$ cat config.mk
export PLATFORM = sky130hd
export DESIGN_NAME = ct_merge
export DESIGN_NICKNAME = d
export VERILOG_FILES = /design/src/rtl/ct_merge_pkg.sv /design/src/rtl/ct_merge_rr_arb.sv /design/src/rtl/ct_merge.sv
export SDC_FILE = /design/constraint.sdc
export NUM_CORES = 1
export LEC_CHECK = 0
export CAP_MARGIN = 20
export CORE_AREA = 2 2 39 41
export CTS_CLUSTER_SIZE = 10
export DETAILED_ROUTE_END_ITERATION = 6
export DIE_AREA = 0 0 41 43
export DONT_BUFFER_PORTS = 1
export PLACE_DENSITY_LB_ADDON = 0.1
export SLEW_MARGIN = 10
export SYNTH_ARGS = -nofsm -noshare
export SYNTH_HDL_FRONTEND = slang
export SYNTH_SLANG_ARGS = --single-unit
$ cat constraint.sdc
create_clock -name clk -period 2.1 [get_ports clk]
set_input_delay 0.315 -clock clk [delete_from_list [all_inputs] [get_ports clk]]
set_output_delay 0.315 -clock clk [all_outputs]
set_load 0.1 [all_outputs]
$ cat src/rtl/ct_merge_pkg.sv
// Shared types and helpers for the cut-through merge node and its arbiter.
package ct_merge_pkg;

    typedef enum logic {
        ST_IDLE = 1'b0,
        ST_BUSY = 1'b1
    } state_t;

    // Index width for an NI-way selector, never narrower than one bit.
    function automatic int ct_clog2(input int n);
        int w;
        w = 0;
        while ((1 << w) < n) begin
            w = w + 1;
        end
        return (w < 1) ? 1 : w;
    endfunction

endpackage

$ cat src/rtl/ct_merge_rr_arb.sv
// Combinational round-robin arbiter: first requester at or after i_ptr wins.
module ct_rr_arb
    import ct_merge_pkg::*;
#(
    parameter int NI = 2,
    parameter int PW = ct_clog2(NI)
) (
    input  logic [NI-1:0] i_req,
    input  logic [PW-1:0] i_ptr,
    output logic [NI-1:0] o_grant,
    output logic [PW-1:0] o_index,
    output logic          o_any
);

    logic [PW-1:0] w_idx [NI];

    // w_idx[gi] is the input examined at scan position gi, i.e. (ptr + gi) mod NI.
    for (genvar gi = 0; gi < NI; gi++) begin : g_rot
        logic [PW:0] w_sum;
        assign w_sum      = {1'b0, i_ptr} + (PW+1)'(gi);
        assign w_idx[gi]  = (w_sum >= (PW+1)'(NI)) ? PW'(w_sum - (PW+1)'(NI)) : PW'(w_sum);
    end

    // Scan from the far end so the position closest to ptr overrides the others.
    always_comb begin
        o_index = '0;
        o_any   = 1'b0;
        for (int j = NI - 1; j >= 0; j--) begin
            if (i_req[w_idx[j]]) begin
                o_index = w_idx[j];
                o_any   = 1'b1;
            end
        end
    end

    for (genvar gi = 0; gi < NI; gi++) begin : g_onehot
        assign o_grant[gi] = o_any && (o_index == PW'(gi));
    end

endmodule

$ cat src/rtl/ct_merge.sv
// N-to-1 packet-locked round-robin merge node with optional 2-entry output skid buffer.
module ct_merge
    import ct_merge_pkg::*;
#(
    parameter int NI      = 2,
    parameter int WO      = 8,
    parameter int WF      = 1,
    parameter int OUT_REG = 0
) (
    input  logic             clk,
    input  logic             reset,
    input  logic [NI*WO-1:0] i_data,
    input  logic [NI-1:0]    i_valid,
    input  logic [NI*WF-1:0] i_flow,
    input  logic [NI-1:0]    i_eop,
    output logic [NI-1:0]    o_ready,
    output logic [WO-1:0]    o_data,
    output logic             o_valid,
    output logic [WF-1:0]    o_flow,
    output logic             o_eop,
    input  logic             i_ready
);

    localparam int PW = ct_clog2(NI);

    state_t        r_state;
    logic [PW-1:0] r_ptr;
    logic [PW-1:0] r_cur;

    logic [NI-1:0] w_arb_grant;
    logic [PW-1:0] w_arb_idx;
    logic          w_arb_any;

    logic [NI-1:0] w_busy_grant;
    logic [NI-1:0] w_grant;
    logic [PW-1:0] w_sel_idx;
    logic          w_sel_any;
    logic          w_sel_valid;
    logic [WO-1:0] w_sel_data;
    logic [WF-1:0] w_sel_flow;
    logic          w_sel_eop;
    logic          w_dn_ready;
    logic          w_accept;

    logic [WO-1:0] w_in_data [NI];
    logic [WF-1:0] w_in_flow [NI];

    function automatic logic [PW-1:0] next_idx(input logic [PW-1:0] idx);
        return (idx == PW'(NI - 1)) ? '0 : idx + 1'b1;
    endfunction

    ct_rr_arb #(
        .NI (NI),
        .PW (PW)
    ) u_arb (
        .i_req   (i_valid),
        .i_ptr   (r_ptr),
        .o_grant (w_arb_grant),
        .o_index (w_arb_idx),
        .o_any   (w_arb_any)
    );

    for (genvar gi = 0; gi < NI; gi++) begin : g_in
        assign w_in_data[gi]    = i_data[WO*gi +: WO];
        assign w_in_flow[gi]    = i_flow[WF*gi +: WF];
        assign w_busy_grant[gi] = (r_cur == PW'(gi));
    end

    // Mid-packet the grant is pinned to r_cur even while its valid is low.
    assign w_grant     = (r_state == ST_BUSY) ? w_busy_grant : w_arb_grant;
    assign w_sel_idx   = (r_state == ST_BUSY) ? r_cur : w_arb_idx;
    assign w_sel_any   = (r_state == ST_BUSY) | w_arb_any;
    assign w_sel_valid = w_sel_any & i_valid[w_sel_idx] & ~reset;
    assign w_sel_data  = w_in_data[w_sel_idx];
    assign w_sel_flow  = w_in_flow[w_sel_idx];
    assign w_sel_eop   = i_eop[w_sel_idx];
    assign w_accept    = w_sel_valid & w_dn_ready;

    assign o_ready = w_grant & {NI{w_dn_ready & ~reset}};

    always_ff @(posedge clk or posedge reset) begin
        if (reset) begin
            r_state <= ST_IDLE;
            r_ptr   <= '0;
            r_cur   <= '0;
        end else begin
            case (r_state)
                ST_IDLE: begin
                    if (w_arb_any) begin
                        if (w_accept && w_sel_eop) begin
                            r_ptr <= next_idx(w_arb_idx);
                        end else begin
                            r_state <= ST_BUSY;
                            r_cur   <= w_arb_idx;
                        end
                    end
                end
                ST_BUSY: begin
                    if (w_accept && w_sel_eop) begin
                        r_state <= ST_IDLE;
                        r_ptr   <= next_idx(r_cur);
                    end
                end
                default: r_state <= ST_IDLE;
            endcase
        end
    end

    if (OUT_REG == 0) begin : g_direct
        assign w_dn_ready = i_ready;
        assign o_valid    = w_sel_valid;
        assign o_data     = w_sel_data;
        assign o_flow     = w_sel_flow;
        assign o_eop      = w_sel_eop;
    end else begin : g_skid
        logic [WO-1:0] r_buf_data [2];
        logic [WF-1:0] r_buf_flow [2];
        logic [1:0]    r_buf_eop;
        logic          r_wr;
        logic          r_rd;
        logic [1:0]    r_cnt;
        logic          w_push;
        logic          w_pop;

        // Upstream ready depends only on registered occupancy, never on i_ready.
        assign w_dn_ready = (r_cnt != 2'd2);
        assign w_push     = w_accept;
        assign w_pop      = (r_cnt != 2'd0) & i_ready;

        always_ff @(posedge clk or posedge reset) begin
            if (reset) begin
                r_wr  <= 1'b0;
                r_rd  <= 1'b0;
                r_cnt <= 2'd0;
            end else begin
                if (w_push) begin
                    r_wr <= ~r_wr;
                end
                if (w_pop) begin
                    r_rd <= ~r_rd;
                end
                r_cnt <= r_cnt + {1'b0, w_push} - {1'b0, w_pop};
            end
        end

        always_ff @(posedge clk) begin
            if (w_push) begin
                r_buf_data[r_wr] <= w_sel_data;
                r_buf_flow[r_wr] <= w_sel_flow;
                r_buf_eop[r_wr]  <= w_sel_eop;
            end
        end

        assign o_valid = (r_cnt != 2'd0);
        assign o_data  = r_buf_data[r_rd];
        assign o_flow  = r_buf_flow[r_rd];
        assign o_eop   = r_buf_eop[r_rd];
    end

endmodule

# ---- After elaboration in Yosys (flattened, before gate mapping)
# Cells that the tools add are included.
dict set report word_totals {
  ff_bits 3
  latch_bits 0
  mem_bits_rw 0
  mem_bits_ro 0
  inputBits 25
  out_inout_bits 13
  word_cells 65
  memories 0
}
dict set report classes {
  addsub 5
  mul 0
  div_mod_pow 0
  order_cmp 6
  eq_ne 3
  shifts 0
  mux 31
  bitwise_logic 12
  n_reduce_logical 5
}
# operator count
set ops {}
lappend ops {{two-way mux 1 bit} 25}
lappend ops {{two-way mux 8 bit} 3}
lappend ops {{less-than comparator 1 x 2 -> 1 bit, second input constant} 3}
lappend ops {{AND reduction 3 bit} 2}
lappend ops {{NOT 1 bit} 5}
lappend ops {{bitwise AND 1 bit} 4}
lappend ops {{>= comparator 2 bit, second input constant} 2}
lappend ops {{inequality test 2 x 1 -> 1 bit, second input constant} 2}
lappend ops {{one-hot mux 1 bit (2 select lines)} 2}
lappend ops {{logical AND 1 bit} 3}
lappend ops {{adder 1 bit, second input constant} 2}
lappend ops {{adder 1 x 1 -> 2 bit, second input constant} 1}
lappend ops {{bitwise AND 2 bit} 1}
lappend ops {{>= comparator 1 x 2 -> 1 bit, second input constant} 1}
lappend ops {{two-way mux 2 bit} 1}
lappend ops {{inequality test 2 bit, second input constant} 1}
lappend ops {{NOT 1 -> 2 bit} 1}
lappend ops {{subtractor 1 bit, second input constant} 2}
lappend ops {{OR 1 bit} 1}

# ---- Depth between registers and ports, before layout
dict set report logic_depth {
  ltp_word 17
  ltp_mapped 5
  depth_no_buf 5
}

# ---- By module
# From an unflattened synthesis, not the netlist that was laid out.
dict set report unflattened {
  hier_cells 41
  hier_area_um2 396.6
}
# mod n_inst cells_each area_each_um2 seq_area_each_um2
set modules_own_cells {}
lappend modules_own_cells {ct_merge 1 36 364.1 75.1}
lappend modules_own_cells {ct_rr_arb 1 5 32.5 0.0}

# ---- Worst setup path after synthesis
# Ideal clock, no wire load.
dict set report synth_path {
  path_type {reg2out}
  from {reg r_state}
  to {out o_ready[0]}
  arrival_time_ns 3.928
  t_required_ns 1.785
  slack_ns -2.143
  path_stages_with_launch 5
  path_buffers 1
  cell_sequence {dfrtp_1 nand2b_2 o21ai_2 buf_2 nor4b_1}
}
dict set report synth_via {
  elab_chain_cells 2
}
# item line
set synth_rtl {}
lappend synth_rtl {{start: declaration} ct_merge.sv:26} ;# state_t r_state;
lappend synth_rtl {{start signal: assignment} ct_merge.sv:83} ;# r_state <= ST_IDLE;
lappend synth_rtl {{start signal: assignment} ct_merge.sv:93} ;# r_state <= ST_BUSY;
lappend synth_rtl {{start signal: assignment} ct_merge.sv:100} ;# r_state <= ST_IDLE;
lappend synth_rtl {{two-way mux 2 bit} ct_merge.sv:70} ;# assign w_grant = (r_state == ST_BUSY) ? w_busy_grant : w_arb_grant;
lappend synth_rtl {{bitwise AND 2 bit} ct_merge.sv:79} ;# assign o_ready = w_grant & {NI{w_dn_ready & ~reset}};
lappend synth_rtl {{end: declaration} ct_merge.sv:16} ;# output logic [NI-1:0] o_ready,
# Every way passes these cells.

# ---- Worst setup path after layout
dict set report layout_path {
  from {reg r_state}
  to {out o_data[2]}
}
dict set report layout_via {
  elab_chain_cells 5
}
# item line
set layout_rtl {}
lappend layout_rtl {{two-way mux 1 bit} ct_merge.sv:71} ;# assign w_sel_idx = (r_state == ST_BUSY) ? r_cur : w_arb_idx;
lappend layout_rtl {{NOT 1 -> 2 bit (implied by the code)} ct_merge.sv:74} ;# assign w_sel_data = w_in_data[w_sel_idx];
lappend layout_rtl {{two-way mux 8 bit (implied by the code) (3 in a row)} ct_merge.sv:74}
lappend layout_rtl {{end: declaration} ct_merge.sv:17} ;# output logic [WO-1:0] o_data,
# Every way passes these cells. The select of a mux whose other input is x is not followed.

==> key figures <==
Run status
  – Outcome: completed

Cells and area
  – Post-route insts no fill: 59
  – Layout Nets: 69
  – Core Util, Final: 34.45%
  – Area delta synth->final: 48.25%
  – Inserted Diodes: 0
  – Filler cells: 142
  – Share of layout cells above drive strength 1: 55.81%

Route
  – Routed wire length per instance: 16.29 um
  – TritonRoute pass-1 iters: 1
  – Vias per cell: 5.525
  – Routed Antenna Nets: 0
  – DR iter-0 viols: 0
  – # DRC: 0
  – Via count: 326
  – WL final: 961 um

Yosys
  – Synthesized area per cell: 9.744 um^2
  – Netlist cell types: 21
  – Synth top area cells: mux2_2, dfrtp_1, mux2_4, and3_4, inv_1
  – Async SR Flop Fraction: 100.0%
  – Synth top cells by count: mux2_2, dfrtp_1, inv_1
  – Post-synthesis cell count: 33
  – Post-synthesis register bit count: 3
  – Mapped Area: 321.6 um^2
  – Top_reg_cell synth: dfrtp_1
  – Synthesis Warnings: 0
  – Synth Net Count: 58
  – Synth area leader: mux2_2
  – Post-synthesis sequential area ratio: 23.35%
  – Area fraction of the dominant cell type after synthesis: 31.52%
  – Post-synth EDFFs: 0
  – Most numerous cell in the Yosys netlist: mux2_2

Global route
  – Initial antenna violation count: 0
  – GRT overflow: 0
  – Vias in the first global route: 347
  – Largest net degree at the start of global routing: 14
  – First-pass GRT wire length: 1.380 mm
  – Total GRT Usage: 11.97%

STA
  – Max-slew headroom: 65.12%
  – Final hold slack: 0.3191 ns
  – Min Tclk post-route: 2.038 ns
  – Worst-Margin Slew: 0.5255 ns
  – Setup Viol. Count Final: 0
  – Final hold vios: 0
  – Fmax: 490.7 MHz
  – Worst Skew: 0.004076 ns
  – Fin crit share: 97.04%
  – Fin. max-slew vios: 0

Placement
  – Placed Cells: 53
  – Post-DP HPWL: 770.2 um
  – Port Buffers: 0
  – Placer Congestion: 0.6932

Setup path
  – Crit path kind: reg2out
  – FF-to-FF setup slack: 0.23 ns
  – Critical Path Source Type: flip-flop
  – Critical Path Sink Type: output pin
  – CP max FO: 6
  – Crit path required time: 1.78 ns
  – Worst EP arrival: 1.72 ns

Floorplan
  – Die X: 41 um
  – Chip height: 43 um
  – Starting density of the core: 23.24%
  – Die area: 1763 um^2
  – Row count: 14
  – Core region area: 1384 um^2
  – Num ports: 38

Flow run
  – Max Cap Viol: 0

Clocking
  – CTS Buf Count: 3
  – CTS tree: done
  – Reg clk slew, reported paths: 0.04 ns
  – Clock insertion delay at the later pin of the skew report: 0.23 ns
  – TritonCTS Sinks: 3
  – Clock tree buffer depth: 2
  – Post-CTS Resized: 0
  – Clock Tree Root: clkbuf_4
  – H-tree lvl count: 1
  – Setup bufs post-CTS: 0

Hold path
  – Worst Hold Class: in2reg
[sequential cells by signal, summed over array words and instances, names as in the netlist]
signal / cells
r_cur: 1
r_state: 1
r_ptr: 1
[worst max-delay path: stages, from the launching register on]
cell and delay (ns):
dfrtp_1 0.37, nand2b_4 0.17, o21ai_2 0.35, mux2_2 0.61
[metrics by stage]
stage	setup slack, ns	cell area (um^2)	TNS [ns]
after floorplan	-0.1277	372.9	-0.1537
after global placement	0.2773	431.7	0
after detailed placement	0.2184	431.7	0
after CTS	0.03419	467.9	0
after global routing	-0.003788	476.7	-0.007557
final	0.06213	476.7	0
[cells by family after synthesis]
kind of cell	count (synthesis)	share of synthesized area, %
DFF	3	23.35
muxes	11	39.30
buffers and inverters	4	5.057
and+or+nand+nor	9	18.68
AOI/OAI and AO/OA	6	13.62
[area by class of cell]
class                           count  area, um^2  area share [%]
Multi-Input combinational cell     27       284.0           59.58
Tap cell                           16       20.02           4.199
Sequential cell                     3       75.07           15.75
Inverter                            3       11.26           2.362
Timing Repair Buffer                6       60.06           12.60
Clock buffer                        4       26.28           5.512
[layer usage]
layer	wire length, um	track usage (%)	part of all wire (%)	vias to the layer above
met4	12	10.00	1.2	0
met5	0	0	0	-
li1	-	-	-	144
met2	536	21.56	56	31
met3	93	2.094	9.7	2
met1	318	10.03	33	149
[final timing paths]
path	cells past startpoint	start	endpoint
worst max-delay path	3	r_state	o_data[2]
worst min-delay path	2	i_valid[0]	r_cur
worst max register to register	5	r_state	r_cur
worst min register to register	2	r_ptr	r_ptr
max in group asynchronous	2	reset	r_cur
min in group asynchronous	2	reset	r_state
[layout by cell type, fill, tap and decap left out, drive strengths merged]
cell type / n
o21ai: 3
a31oi: 1
nor3: 1
mux2: 10
nor2: 1
nor4b: 1
nor2b: 1
and3: 2
dfrtp: 3
dlygate4sd3: 1
a21oi: 1
buf: 5
nand2b: 2
mux2i: 1
inv: 3
a311oi: 1
clkbuf: 4
nand2: 1
o32a: 1
[what timing repair did]
action                     in CTS  in global routing
hold buffers                    1                  0
hold endpoints to repair        3                  0
setup endpoints to repair       0                 10
Power is left out: the tool's default activity adds up to more than one toggle a clock period on the data nets, which glitch-free logic cannot reach.
